==> src/rtl/axi4_ram_arbiter.sv <==
// Two-requester arbiter in front of a single AXI4-style RAM port: m0 fetches (read-only),
// m1 reads or writes. One transaction in flight; grant, latch, run AR/R or AW/W/B, respond.
module axi4_ram_arbiter #(
    parameter  int ADDR_W   = 32,
    parameter  int DATA_W   = 64,
    parameter  int ARB_MODE = 0,
    localparam int STRB_W   = DATA_W / 8
) (
    input  logic              i_clk,
    input  logic              i_rst_n,
    // fetch requester
    input  logic              i_m0_req,
    input  logic [ADDR_W-1:0] i_m0_addr,
    output logic              o_m0_gnt,
    output logic              o_m0_rvalid,
    output logic [DATA_W-1:0] o_m0_rdata,
    // data requester
    input  logic              i_m1_req,
    input  logic              i_m1_we,
    input  logic [ADDR_W-1:0] i_m1_addr,
    input  logic [DATA_W-1:0] i_m1_wdata,
    input  logic [STRB_W-1:0] i_m1_wstrb,
    output logic              o_m1_gnt,
    output logic              o_m1_rvalid,
    output logic [DATA_W-1:0] o_m1_rdata,
    output logic              o_m1_bdone,
    // RAM port
    output logic [ADDR_W-1:0] o_ram_araddr,
    output logic              o_ram_arvalid,
    input  logic              i_ram_arready,
    input  logic [DATA_W-1:0] i_ram_rdata,
    output logic [ADDR_W-1:0] o_ram_awaddr,
    output logic              o_ram_awvalid,
    input  logic              i_ram_awready,
    output logic [DATA_W-1:0] o_ram_wdata,
    output logic [STRB_W-1:0] o_ram_wstrb,
    output logic              o_ram_wvalid,
    input  logic              i_ram_wready,
    input  logic              i_ram_bvalid
);

    localparam logic [2:0] S_IDLE    = 3'd0;
    localparam logic [2:0] S_RD_ADDR = 3'd1;
    localparam logic [2:0] S_RD_DATA = 3'd2;
    localparam logic [2:0] S_WR_REQ  = 3'd3;
    localparam logic [2:0] S_WR_RESP = 3'd4;

    logic [2:0]        r_state;
    logic [2:0]        w_state_next;
    logic              r_run;
    logic              r_rr_m1;
    logic              r_owner_m1;
    logic [ADDR_W-1:0] r_addr;
    logic [DATA_W-1:0] r_wdata;
    logic [STRB_W-1:0] r_wstrb;
    logic              r_arvalid;
    logic              r_awvalid;
    logic              r_wvalid;

    logic              w_idle;
    logic              w_grant;
    logic              w_pick_m1;
    logic              w_gnt_m0;
    logic              w_gnt_m1;
    logic              w_grant_write;
    logic              w_ar_hs;
    logic              w_aw_hs;
    logic              w_w_hs;
    logic              w_aw_done;
    logic              w_w_done;
    logic [1:0]        w_rvalid;
    logic [DATA_W-1:0] w_rdata [2];

    // r_run keeps grants off while reset is held and for the release cycle,
    // so no gnt pulse can escape while the flops are still being cleared.
    assign w_idle        = (r_state == S_IDLE);
    assign w_grant       = w_idle && r_run && (i_m0_req || i_m1_req);
    assign w_pick_m1     = i_m1_req && ((ARB_MODE == 1) || !i_m0_req || r_rr_m1);
    assign w_gnt_m1      = w_grant && w_pick_m1;
    assign w_gnt_m0      = w_grant && !w_pick_m1;
    assign w_grant_write = w_gnt_m1 && i_m1_we;

    assign w_ar_hs   = r_arvalid && i_ram_arready;
    assign w_aw_hs   = r_awvalid && i_ram_awready;
    assign w_w_hs    = r_wvalid && i_ram_wready;
    assign w_aw_done = !r_awvalid || i_ram_awready;
    assign w_w_done  = !r_wvalid || i_ram_wready;

    always_comb begin
        w_state_next = r_state;
        case (r_state)
            S_IDLE: begin
                if (w_grant) begin
                    w_state_next = w_grant_write ? S_WR_REQ : S_RD_ADDR;
                end
            end
            S_RD_ADDR: begin
                if (w_ar_hs) begin
                    w_state_next = S_RD_DATA;
                end
            end
            S_RD_DATA: begin
                w_state_next = S_IDLE;
            end
            S_WR_REQ: begin
                if (w_aw_done && w_w_done) begin
                    w_state_next = S_WR_RESP;
                end
            end
            S_WR_RESP: begin
                if (i_ram_bvalid) begin
                    w_state_next = S_IDLE;
                end
            end
            default: begin
                w_state_next = S_IDLE;
            end
        endcase
    end

    always_ff @(posedge i_clk or negedge i_rst_n) begin
        if (!i_rst_n) begin
            r_state    <= S_IDLE;
            r_run      <= 1'b0;
            r_rr_m1    <= 1'b1;
            r_owner_m1 <= 1'b0;
            r_addr     <= '0;
            r_wdata    <= '0;
            r_wstrb    <= '0;
            r_arvalid  <= 1'b0;
            r_awvalid  <= 1'b0;
            r_wvalid   <= 1'b0;
        end else begin
            r_state <= w_state_next;
            r_run   <= 1'b1;
            if (w_grant) begin
                r_owner_m1 <= w_gnt_m1;
                r_rr_m1    <= !w_gnt_m1;
                r_addr     <= w_gnt_m1 ? i_m1_addr : i_m0_addr;
                if (w_gnt_m1) begin
                    r_wdata <= i_m1_wdata;
                    r_wstrb <= i_m1_wstrb;
                end
            end
            if (w_grant && !w_grant_write) begin
                r_arvalid <= 1'b1;
            end else if (w_ar_hs) begin
                r_arvalid <= 1'b0;
            end
            // AW and W retire independently; WR_REQ exits once both have.
            if (w_grant_write) begin
                r_awvalid <= 1'b1;
            end else if (w_aw_hs) begin
                r_awvalid <= 1'b0;
            end
            if (w_grant_write) begin
                r_wvalid <= 1'b1;
            end else if (w_w_hs) begin
                r_wvalid <= 1'b0;
            end
        end
    end

    // Per-requester read return: live pass-through when owning RD_DATA, else last value.
    generate
        for (genvar gi = 0; gi < 2; gi++) begin : g_rd
            logic [DATA_W-1:0] r_rdata_hold;

            assign w_rvalid[gi] = (r_state == S_RD_DATA) &&
                                  ((gi == 1) ? r_owner_m1 : !r_owner_m1);

            always_ff @(posedge i_clk or negedge i_rst_n) begin
                if (!i_rst_n) begin
                    r_rdata_hold <= '0;
                end else if (w_rvalid[gi]) begin
                    r_rdata_hold <= i_ram_rdata;
                end
            end

            assign w_rdata[gi] = w_rvalid[gi] ? i_ram_rdata : r_rdata_hold;
        end
    endgenerate

    assign o_m0_gnt      = w_gnt_m0;
    assign o_m1_gnt      = w_gnt_m1;
    assign o_m0_rvalid   = w_rvalid[0];
    assign o_m1_rvalid   = w_rvalid[1];
    assign o_m0_rdata    = w_rdata[0];
    assign o_m1_rdata    = w_rdata[1];
    assign o_m1_bdone    = (r_state == S_WR_RESP) && i_ram_bvalid;

    assign o_ram_araddr  = r_addr;
    assign o_ram_arvalid = r_arvalid;
    assign o_ram_awaddr  = r_addr;
    assign o_ram_awvalid = r_awvalid;
    assign o_ram_wdata   = r_wdata;
    assign o_ram_wstrb   = r_wstrb;
    assign o_ram_wvalid  = r_wvalid;

    a_one_grant: assert property (@(posedge i_clk) disable iff (!i_rst_n)
        !(o_m0_gnt && o_m1_gnt));
    a_ar_hold: assert property (@(posedge i_clk) disable iff (!i_rst_n)
        (r_arvalid && !i_ram_arready) |=> (r_arvalid && $stable(o_ram_araddr)));
    a_aw_hold: assert property (@(posedge i_clk) disable iff (!i_rst_n)
        (r_awvalid && !i_ram_awready) |=> (r_awvalid && $stable(o_ram_awaddr)));

endmodule

==> config.mk <==
export PLATFORM = sky130hd
export DESIGN_NAME = axi4_ram_arbiter
export DESIGN_NICKNAME = d
export VERILOG_FILES = /design/src/rtl/axi4_ram_arbiter.sv
export SDC_FILE = /design/constraint.sdc
export NUM_CORES = 1
export LEC_CHECK = 0
export BUFFER_PORTS_ARGS = -buffer_cell sky130_fd_sc_hd__buf_2
export CORE_AREA = 2 2 186 188
export CTS_BUF_LIST = sky130_fd_sc_hd__clkbuf_16
export CTS_CLUSTER_SIZE = 28
export DETAILED_ROUTE_END_ITERATION = 7
export DIE_AREA = 0 0 188 190
export PLACE_DENSITY = 0.64
export SETUP_SLACK_MARGIN = 0.4
export SKIP_CTS_REPAIR_TIMING = 1
export SYNTH_ARGS = -nofsm -noshare
export SYNTH_HDL_FRONTEND = slang
export SYNTH_SLANG_ARGS = --single-unit
==> constraint.sdc <==
create_clock -name i_clk -period 2.6 [get_ports i_clk]
set_input_delay 0.52 -clock i_clk [delete_from_list [all_inputs] [get_ports i_clk]]
set_output_delay 0.52 -clock i_clk [all_outputs]
set_load 0.02 [all_outputs]
==> flow_summary.toml <==
[outcome]
status = "finished with violations"
violations = "negative setup slack"

[setup_path]
ff2ff_setup_slack_ns = 0.66
critPathMostFrequentCell = "buf_4"
timing.rr.start = "r_state[2]$_DFFE_PN0P_"
rr_worst_depth = 7
max_stage_delay_ns = 0.47
slowest_stage = "dfrtp_2"
crit_required_ns = 2.08
crit_chain = "nor4_4, buf_6, buf_4, buf_4, mux2_2, buf_4"
crit_end = "o_m0_rdata[0]"
path_class = "reg -> out"
critPathArrivalTime_ns = 2.30
start_kind = "register"
crit_start = "r_state[2]$_DFFE_PN0P_"
reg2reg_to = "r_state[1]$_DFFE_PN0P_"
path_max_fanout = 9
critPathCaptureType = "output port"

[power_and_ir_drop]
leakagePower_nw = 6.89
vdd_drop_max_uv = 782
powerDensity_mw_per_mm2 = 1450

[drt]
routedWlPerCell_um = 17.8
drc_errors = 0
vias_per_cell = 4.33
vias = 7091
ant_nets = 0
dr.pass1.iters = 4
totalWireLength_mm = 29.1
drt_iter0_markers = 151

[placement]
gp_routability_congestion = 0.831
place_area_mm2 = 0.0124
dp_slack_ns = 0.304
dpl.cell_count = 1563
numPortBuffers = 480
place_hpwl_mm = 20.8

[yosys]
syn-num-nets = 885
yosys.cell_types.count = 31
syn_inst = 676
syn-cell-area_mm2 = 0.00954
synth_ff_type = "dfrtp_1"
syn_avg_cell_area_um2 = 14.1
synthArstFlopShare_pct = 100
synth.yosys.seq_area_share_pct = 63.3
synth_edf_count = 0
ys.warnings.count = 0
ys_ff_latch = 241

[clocking]
cts.sinks = 241
cts.clk_slew.worst_paths_ns = 0.06
cts_root_buffer = "clkbuf_16"
h-tree-depth = 1
tritoncts = "built"
cts_buffers = 26
clock_latency_ns = 0.55
clk_path_buf_depth = 3

[timing]
finalSetupViolCount = 128
max_slew_margin_pct = 64.2
period_minus_slack_ns = 2.82
post-route-period-util_pct = 108
worst-slew-pin-transition_ns = 0.536
fmax_mhz = 355
rsz0062_at_grt = "yes"
finClkSkew_ns = 0.0228
layout_setup_ws_ns = -0.216
hold_viol_final = 0
fin_tns_setup_ns = -19.45
report.final.slew_viol_count = 0

[floorplan]
num_rows = 68
dieHeight_um = 190
initial_utilization_pct = 28.1
die_w_um = 188
die-area_mm2 = 0.0357
coreArea_mm2 = 0.0339
io_pins = 481

[final_layout]
fin_area_mm2 = 0.0139
fin_nets = 1373
n_antenna_cell = 0
layout.cells.non_filler = 1636
n_fill_cell = 3198
drive_gt1_share_pct = 65.6
areaGrowthSynthToFinish_pct = 46.1

[global_routing]
busiest_layer = "met2"
grt_max_degree = 65
track_usage_pct = 14.5
grt_pass1_wl_mm = 40.6
met3_usage_pct = 4.74
use_met2_pct = 25.8
grt_remaining_overflow = 0
antenna_found_initial = 3
use_met1_pct = 16.7
grt_pass1_vias = 7093

[min_path]
hold_path_class = "in -> reg"

[run]
drv_cap = 0
==> through the flow <==
stage	utilization (%)	power (mW)	hold slack (ns)
2_1_floorplan	-	12.6	0.224
3_3_place_gp	36.4	15.5	0.472
3_5_place_dp	36.4	15.7	0.479
4_1_cts	38.6	19.1	-0.0704
5_1_grt	41.0	21.3	0.173
6_report	41.0	20.2	0.209
==> cells in the mapped netlist, types with 2 or more instances <==
| master | number | share of area, % |
|---|---|---|
| nand3_1 | 3 | 0.16 |
| o21ai_0 | 2 | 0.10 |
| buf_4 | 43 | 3.4 |
| buf_6 | 6 | 0.71 |
| inv_1 | 5 | 0.20 |
| clkbuf_1 | 14 | 0.55 |
| nor2_1 | 33 | 1.3 |
| nor4_1 | 2 | 0.13 |
| mux2_2 | 198 | 23 |
| a31oi_1 | 34 | 2.2 |
| o21a_1 | 2 | 0.16 |
| buf_2 | 6 | 0.31 |
| nand2_1 | 68 | 2.7 |
| dfrtp_1 | 240 | 63 |
| mux2_1 | 2 | 0.24 |
| nand2b_1 | 3 | 0.20 |
==> report_power, final <==
part | internal [mW] | switching, mW
clock network | 1.80 | 1.47
logic | 4.59 | 5.90
registers | 5.64 | 0.824
==> registers in the layout (all words and copies together), names as in the netlist <==
signal / flops
r_run: 1
o_ram_arvalid: 1
o_ram_araddr: 32
o_ram_wdata: 64
r_rr_m1: 1
r_state: 3
o_ram_wstrb: 8
g_rd.r_rdata_hold: 128
r_owner_m1: 1
o_ram_wvalid: 1
o_ram_awvalid: 1
==> metal layers <==
layer / part of all wire, % / up-vias
li1: - / 3272
met1: 38 / 3448
met2: 52 / 329
met3: 7.4 / 40
met4: 2.4 / 2
met5: 0.045 / -
==> how the worst min path moves through the flow <==
stage,startpoint,cells past startpoint,to,slack [ns]
2_1_floorplan,i_rst_n,0,g_rd[0].r_rdata_hold[0]$_DFF_PN0_,0.22
3_3_place_gp,o_ram_wdata[58]$_DFFE_PN0P_,1,o_ram_wdata[58]$_DFFE_PN0P_,0.47
3_5_place_dp,o_ram_wdata[62]$_DFFE_PN0P_,1,o_ram_wdata[62]$_DFFE_PN0P_,0.48
4_1_cts,i_rst_n,1,g_rd[1].r_rdata_hold[36]$_DFF_PN0_,-0.07
5_1_grt,i_m1_wdata[58],2,o_ram_wdata[58]$_DFFE_PN0P_,0.17
6_report,i_m1_wdata[58],2,o_ram_wdata[58]$_DFFE_PN0P_,0.21
==> cells in the final DEF (no fill, tap or decap), types with 2 or more instances in the layout <==
cell type and count:
nand2b_1 3, mux2_4 48, clkbuf_16 30, inv_1 9
nand3_1 3, mux2_1 2, nand2_1 68, nor2_1 33
nand2_4 2, clkinv_2 6, dfrtp_2 3, clkinv_1 5
mux2_2 150, buf_2 426, a31oi_1 34, nor4_4 2
buf_12 10, buf_6 51, dfrtp_1 237, inv_2 3
o21ai_0 2, buf_4 34
==> cells by family (layout without fill, tap and decap cells) <==
family / count (synthesis) / in the layout / share of synthesized area [%]
compound gates: 44 / 44 / 3.00
buf+inv: 75 / 578 / 5.20
flops: 241 / 241 / 63.3
mux: 201 / 201 / 23.7
simple gates: 114 / 116 / 4.79
other cells: 1 / 1 / 0.0393
==> worst max-delay path, delay by kind of cell, from the launching register on <==
family	cells	cell delay (ns)
simple gates	1	0.29
flops	1	0.47
buf+inv	4	0.65
mux	1	0.34
==> final cells by class <==
type | count | area (um2) | area share (%)
Sequential cell | 241 | 6040 | 43.3
Timing Repair Buffer | 527 | 3290 | 23.6
Multi-Input combinational cell | 362 | 3270 | 23.5
Clock buffer | 26 | 651 | 4.67
Tap cell | 455 | 569 | 4.09
Clock inverter | 19 | 91.3 | 0.656
Inverter | 6 | 25.0 | 0.180
Power figures use the tool's default switching activity.
